### config.mk
export PLATFORM = sky130hd
export DESIGN_NAME = downcount_tc
export DESIGN_NICKNAME = d
export VERILOG_FILES = /design/src/rtl/downcount_tc.sv
export SDC_FILE = /design/constraint.sdc
export NUM_CORES = 1
export LEC_CHECK = 0
export CAP_MARGIN = 30
export CORE_AREA = 2 2 39 41
export CTS_CLUSTER_DIAMETER = 50
export DETAILED_ROUTE_END_ITERATION = 10
export DIE_AREA = 0 0 41 43
export GPL_TIMING_DRIVEN = 0
export SLEW_MARGIN = 20
export SYNTH_ARGS = -nofsm -noshare
export SYNTH_HDL_FRONTEND = slang
export SYNTH_SLANG_ARGS = --single-unit
### constraint.sdc
create_clock -name Clock -period 2.65 [get_ports Clock]
set_clock_uncertainty 0.1 [all_clocks]
set_input_delay 0.3975 -clock Clock [delete_from_list [all_inputs] [get_ports Clock]]
set_output_delay 0.3975 -clock Clock [all_outputs]
set_load 0.01 [all_outputs]
### src/rtl/downcount_tc.sv
// Loadable down counter with one-cycle terminal-count pulse and Busy/Done status.
// Define DOWNCOUNT_AUTORELOAD_EN to make the terminal edge reload the last loaded value instead of stopping.
module downcount_tc #(
  parameter int WIDTH = 4
) (
  input  logic             Clock,
  input  logic             Reset,
  input  logic             Load,
  input  logic [WIDTH-1:0] LoadVal,
  input  logic             Enable,
  output logic [WIDTH-1:0] Count,
  output logic             Busy,
  output logic             TC,
  output logic             Done
);

  typedef enum logic [1:0] {
    IDLE = 2'd0,
    RUN  = 2'd1,
    DONE = 2'd2
  } state_t;

  state_t           state_q, state_d;
  logic [WIDTH-1:0] count_q, count_d;
  logic             tc_q, tc_d;
`ifdef DOWNCOUNT_AUTORELOAD_EN
  logic [WIDTH-1:0] reload_q, reload_d;
`endif

  always_comb begin
    state_d  = state_q;
    count_d  = count_q;
    tc_d     = 1'b0;
`ifdef DOWNCOUNT_AUTORELOAD_EN
    reload_d = reload_q;
`endif
    if (Load) begin
      // A zero load parks the counter in IDLE so no terminal pulse is ever produced for it.
      if (LoadVal != '0) begin
        count_d = LoadVal;
        state_d = RUN;
`ifdef DOWNCOUNT_AUTORELOAD_EN
        reload_d = LoadVal;
`endif
      end else begin
        count_d = '0;
        state_d = IDLE;
      end
    end else if (state_q == RUN && Enable) begin
      if (count_q == WIDTH'(1)) begin
        tc_d = 1'b1;
`ifdef DOWNCOUNT_AUTORELOAD_EN
        count_d = reload_q;
`else
        count_d = '0;
        state_d = DONE;
`endif
      end else begin
        count_d = count_q - WIDTH'(1);
      end
    end
  end

  always_ff @(posedge Clock or posedge Reset) begin
    if (Reset) begin
      state_q  <= IDLE;
      count_q  <= '0;
      tc_q     <= 1'b0;
`ifdef DOWNCOUNT_AUTORELOAD_EN
      reload_q <= '0;
`endif
    end else begin
      state_q  <= state_d;
      count_q  <= count_d;
      tc_q     <= tc_d;
`ifdef DOWNCOUNT_AUTORELOAD_EN
      reload_q <= reload_d;
`endif
    end
  end

  assign Count = count_q;
  assign TC    = tc_q;
  assign Busy  = (state_q == RUN);
  assign Done  = (state_q == DONE);

endmodule

**Word level (Yosys, flattened, before mapping)**

Cells that the tools add are included.

- Add/sub/neg operators: 1
- Equality and inequality tests: 3
- Multiplexer cells: 11
- Reductions and logical operators: 5

Operators by type and width:

| kind | count |
|---|---|
| $mux 4 | 4 |
| $mux 2 | 3 |
| $eq 4x1->1 const B | 1 |
| $mux 1 | 4 |
| $reduce_bool 2->1 | 2 |
| $reduce_bool 4->1 | 1 |
| $sub 4x1->4 const B | 1 |
| $eq 2x1->1 const B | 1 |
| $eq 2x2->1 const B | 1 |
| $reduce_and 2->1 | 1 |
| $logic_and 1x1->1 | 1 |

- Register bits after elaboration: 7
- Input port bits: 8
- Output and inout port bits: 7
- Word-level logic and storage cells: 23

**Longest topological paths before layout**

- Word-level depth: 4
- Gate-level depth with buffers: 5
- Mapped depth without buffers: 5

**Least setup slack after synthesis**

No wires, ideal clock.

- Path type: register to register
- Start: reg count_q[1] (netlist: Count[1])
- End: reg state_q[0]
- Library setup time: 0.138 ns
- Data arrival time: 1.260 ns
- Required time: 2.412 ns
- Setup slack: 1.152 ns
- Cell stages (with the launch flop): 6
- Buffers on the path: 0
- Clock period less this slack: 1.498 ns
- Cell sequence: dfrtp_1 inv_1 ha_1 or3b_1 o21ai_0 o21ai_0

- Word-level cells in the longest chain between the ends: 3

Ends and longest elaborated chain:

| element | RTL line | source |
|---|---|---|
| from (decl) | 24 | `logic [WIDTH-1:0] count_q, count_d;` |
| from (signal assigned) | 74 | `count_q <= count_d;` |
| $eq 4x1->1 | 50 | `if (count_q == WIDTH'(1)) begin` |
| $reduce_bool 2->1 (no source line) | -- |  |
| $reduce_and 2->1 (no source line) | -- |  |
| to (signal assigned) | 73 | `state_q <= state_d;` |
| to (decl) | 23 | `state_t state_q, state_d;` |

Every way passes these cells.
A chain may end at the register's enable or synchronous reset.

**Final worst setup path**

- Start: reg state_q[0]
- End: out Done

- Word-level cells in the longest chain between the ends: 1

Ends and longest elaborated chain:

| element | RTL line | source |
|---|---|---|
| $eq 2x2->1 | 85 | `assign Done = (state_q == DONE);` |
| to (decl) | 14 | `output logic Done` |

Every way passes these cells.

==> out/qor.yml <==
synth_area_leaders: "sky130_fd_sc_hd__dfrtp_1 (40%), sky130_fd_sc_hd__ha_1 (5.8%), sky130_fd_sc_hd__a2bb2oi_1 (4.0%), sky130_fd_sc_hd__and2b_2 (4.0%), sky130_fd_sc_hd__o41ai_1 (4.0%)"
cts-root-buf: "sky130_fd_sc_hd__clkbuf_4"
numCtsBuffers: 3
run_status: "finished, final reports clean"
power.share.combinational_pct: 27.8
dpl_worst_slack_ns: 0.928
postSynthNetCount: 52
insertion_delay_ns: 0.25
power.switching_fraction_pct: 28.6
grt_pass1_wl_um: 1530
drt_iter0_markers: 1
die_area_um2: 1760
tns_ns: 0
antenna_cells: 0
clk_path_buf_depth: 2
worst-endpoint-arrival_ns: 1.39
number_of_warnings_reported_in_the_yosys_synthesis_log: 0
cellInternalPower_uw: 224
netlist_area_um2: 433
detailroute.via_count: 363
power.sequential.fraction_pct: 41.3
synth.lib_cells_used.distinct: 25
cts-htree-levels: 1
cts_num_sinks: 7
total_switching_power_uw: 89.8
timing.max_cap.violations: 0
final-setup-viol-count: 0
worst-path-max-fanout: 5
worst_setup_path_start_kind: "flop"
routabilityCongestion: 0.740
floorplan.core_area_um2: 1380
synth.ff_latch_count: 7
floorplan.initialDensity_pct: 31.3
layout_worst_path_cycle_share_pct: 71.2
power_frac_clock_pct: 31.0
std_cell_rows: 14
postLayoutCoreUtil_pct: 44.0
synth.avg_cell_area_um2: 10.3
timing_worst_slew_pin_value_ns: 0.370
r2r-end: "state_q[0]"
layout_common_cells: "sky130_fd_sc_hd__clkdlybuf4s50_1 (13), sky130_fd_sc_hd__dfrtp_1 (7), sky130_fd_sc_hd__inv_1 (4)"
grt_start_max_net_pins: 10
max_slew_margin_pct: 75.3
maxClockFrequency_mhz: 530
cts_hold_buffers: 0
grt_util_all_layers_pct: 13.4
die_height_um: 43
rsz_0062_raised_after_global_routing: "false"
final-instance-count-excl-fill: 75
post-route-worst-setup-slack_ns: 0.764
critical_path.max_stage_delay_ns: 0.52
first_pass_drt_iterations: 2
totalWireLength_um: 908
fraction_of_final_layout_cells_sized_beyond_drive_strength_1_pct: 13.6
yosys.area.top_type_share_pct: 40.5
worstPathCellList: "and2b_2 -> clkdlybuf4s50_1"
count_of_boundary_i_o_pins: 15
portbufs: 13
ant_nets: 0
powerDensity_nw_per_um2: 515
mostFrequentLayoutCell: "sky130_fd_sc_hd__clkdlybuf4s50_1"
worst-setup-path-type: "reg -> out"
antenna_found_initial: 0
register_to_register_setup_slack_ns: 1.03
hold_viol_final: 0
cellLeakagePower_nw: 0.259
regToRegStartpoint: "Count[1]"
finish.net_count: 70
worst-path-buf-inv: 1
post_cts_resize_count: 0
clk_transition_reported_paths_ns: 0.05
finalPower_uw: 314
worstRegToRegCells: 5
worstPathRequired_ns: 2.15
dp_cells: 71
synth.yosys.seq_area_share_pct: 40.5
critical_path.top_delay_family: "buffers and inverters"
post-route-drc-count: 0
fp.dieW_um: 41
synth_top_cell_by_area: "sky130_fd_sc_hd__dfrtp_1"
vdd.ir_drop.worst_mv: 0.235
first_global_vias: 343
drt-vias-per-instance: 4.84
route.detailed.wl_per_inst_um: 12.1
cts_tree: "yes"
post_synth_inst_count: 42
dp_hpwl_um: 651
cpMaxStageDelayCell: "sky130_fd_sc_hd__clkdlybuf4s50_1"
setup.worst_path.end_class: "primary output"
post_layout_minimum_cycle_time_ns: 1.89
fillerInstances: 141
grt-ovfl-total: 0
cts_setup_buffers: 0
final_max_slew_viol_count: 0
areaGrowthSynthToFinish_pct: 40.8
hold_class: "in -> async"
==> how the worst max path moves through the flow <==
stage | start | to | cells after the start
2_1_floorplan | Count[1] | state_q[0] | 5
3_3_place_gp | Enable | Count[1] | 5
3_5_place_dp | Enable | Count[1] | 5
4_1_cts | state_q[0] | Done | 2
5_1_grt | state_q[0] | Done | 2
6_report | state_q[0] | Done | 2
==> metrics by stage <==
stage	hold WS, ns	area [um^2]
6_report	0.274	609
5_1_grt	0.323	609
4_1_cts	0.272	609
3_5_place_dp	0.440	583
3_3_place_gp	0.432	583
2_1_floorplan	0.101	433
==> cells by family after synthesis <==
logic type	Yosys count	share of synthesized area [%]
AND/OR/NAND/NOR	14	23.1
AO/OA/AOI/OAI	11	17.9
flip-flops	7	40.5
buffers and inverters	6	6.93
multiplexers	2	5.78
adder cells (fa/ha/maj)	2	5.78
==> worst register-to-register path, delay by kind of cell, from the launching register on <==
family / cells / cell delay (ns)
AOI/OAI and AO/OA: 2 / 0.27
adders and majority gates: 1 / 0.20
buffers and inverters: 1 / 0.10
DFF: 1 / 0.40
and+or+nand+nor: 1 / 0.41
==> layer usage <==
metal | GRT usage, % | up-vias | wire (um)
met4 | 12.0 | 0 | 25
met3 | 1.57 | 4 | 57
met5 | 0 | - | 0
met2 | 17.2 | 15 | 389
li1 | - | 187 | -
met1 | 18.6 | 157 | 435
==> area by class of cell <==
| class | count | area, um^2 | area share, % |
|---|---|---|---|
| multi-input combinational | 29 | 228 | 37.4 |
| tap | 16 | 20.0 | 3.29 |
| inverter | 4 | 15.0 | 2.46 |
| sequential | 7 | 175 | 28.7 |
| timing repair buffer | 13 | 130 | 21.4 |
| buffer | 2 | 15.0 | 2.46 |
| clock buffer | 4 | 26.3 | 4.31 |
==> power groups by stage <==
| stage | clock, mW | sequential (mW) | combinational [mW] |
|---|---|---|---|
| final | 0.0973 | 0.130 | 0.0872 |
| after global routing | 0.106 | 0.132 | 0.0962 |
| after CTS | 0.103 | 0.130 | 0.0874 |
| after detailed placement | 0 | 0.131 | 0.0854 |
| after global placement | 0 | 0.131 | 0.0854 |
| after floorplan | 0 | 0.132 | 0.0450 |
==> cells in the mapped netlist <==
cell type	n
sky130_fd_sc_hd__dfrtp_1	7
sky130_fd_sc_hd__inv_1	4
sky130_fd_sc_hd__a21oi_1	2
sky130_fd_sc_hd__a2bb2oi_1	2
sky130_fd_sc_hd__and2b_2	2
sky130_fd_sc_hd__ha_1	2
sky130_fd_sc_hd__nor2_1	2
sky130_fd_sc_hd__nor3_1	2
sky130_fd_sc_hd__o21ai_0	2
sky130_fd_sc_hd__o41ai_1	2
sky130_fd_sc_hd__a21boi_0	1
sky130_fd_sc_hd__a31oi_1	1
sky130_fd_sc_hd__and3b_1	1
sky130_fd_sc_hd__buf_6	1
sky130_fd_sc_hd__clkbuf_1	1
sky130_fd_sc_hd__mux2_4	1
sky130_fd_sc_hd__mux2i_1	1
sky130_fd_sc_hd__nand2b_1	1
sky130_fd_sc_hd__nand3_1	1
sky130_fd_sc_hd__nand3b_1	1
sky130_fd_sc_hd__nor2b_1	1
sky130_fd_sc_hd__nor3b_1	1
sky130_fd_sc_hd__nor4b_2	1
sky130_fd_sc_hd__o31a_1	1
sky130_fd_sc_hd__or3b_1	1
==> sequential cells by signal, summed over array words and instances, names as in the netlist <==
| name | cells |
|---|---|
| state_q | 2 |
| TC | 1 |
| Count | 4 |
(Power assumes the default switching activity.)
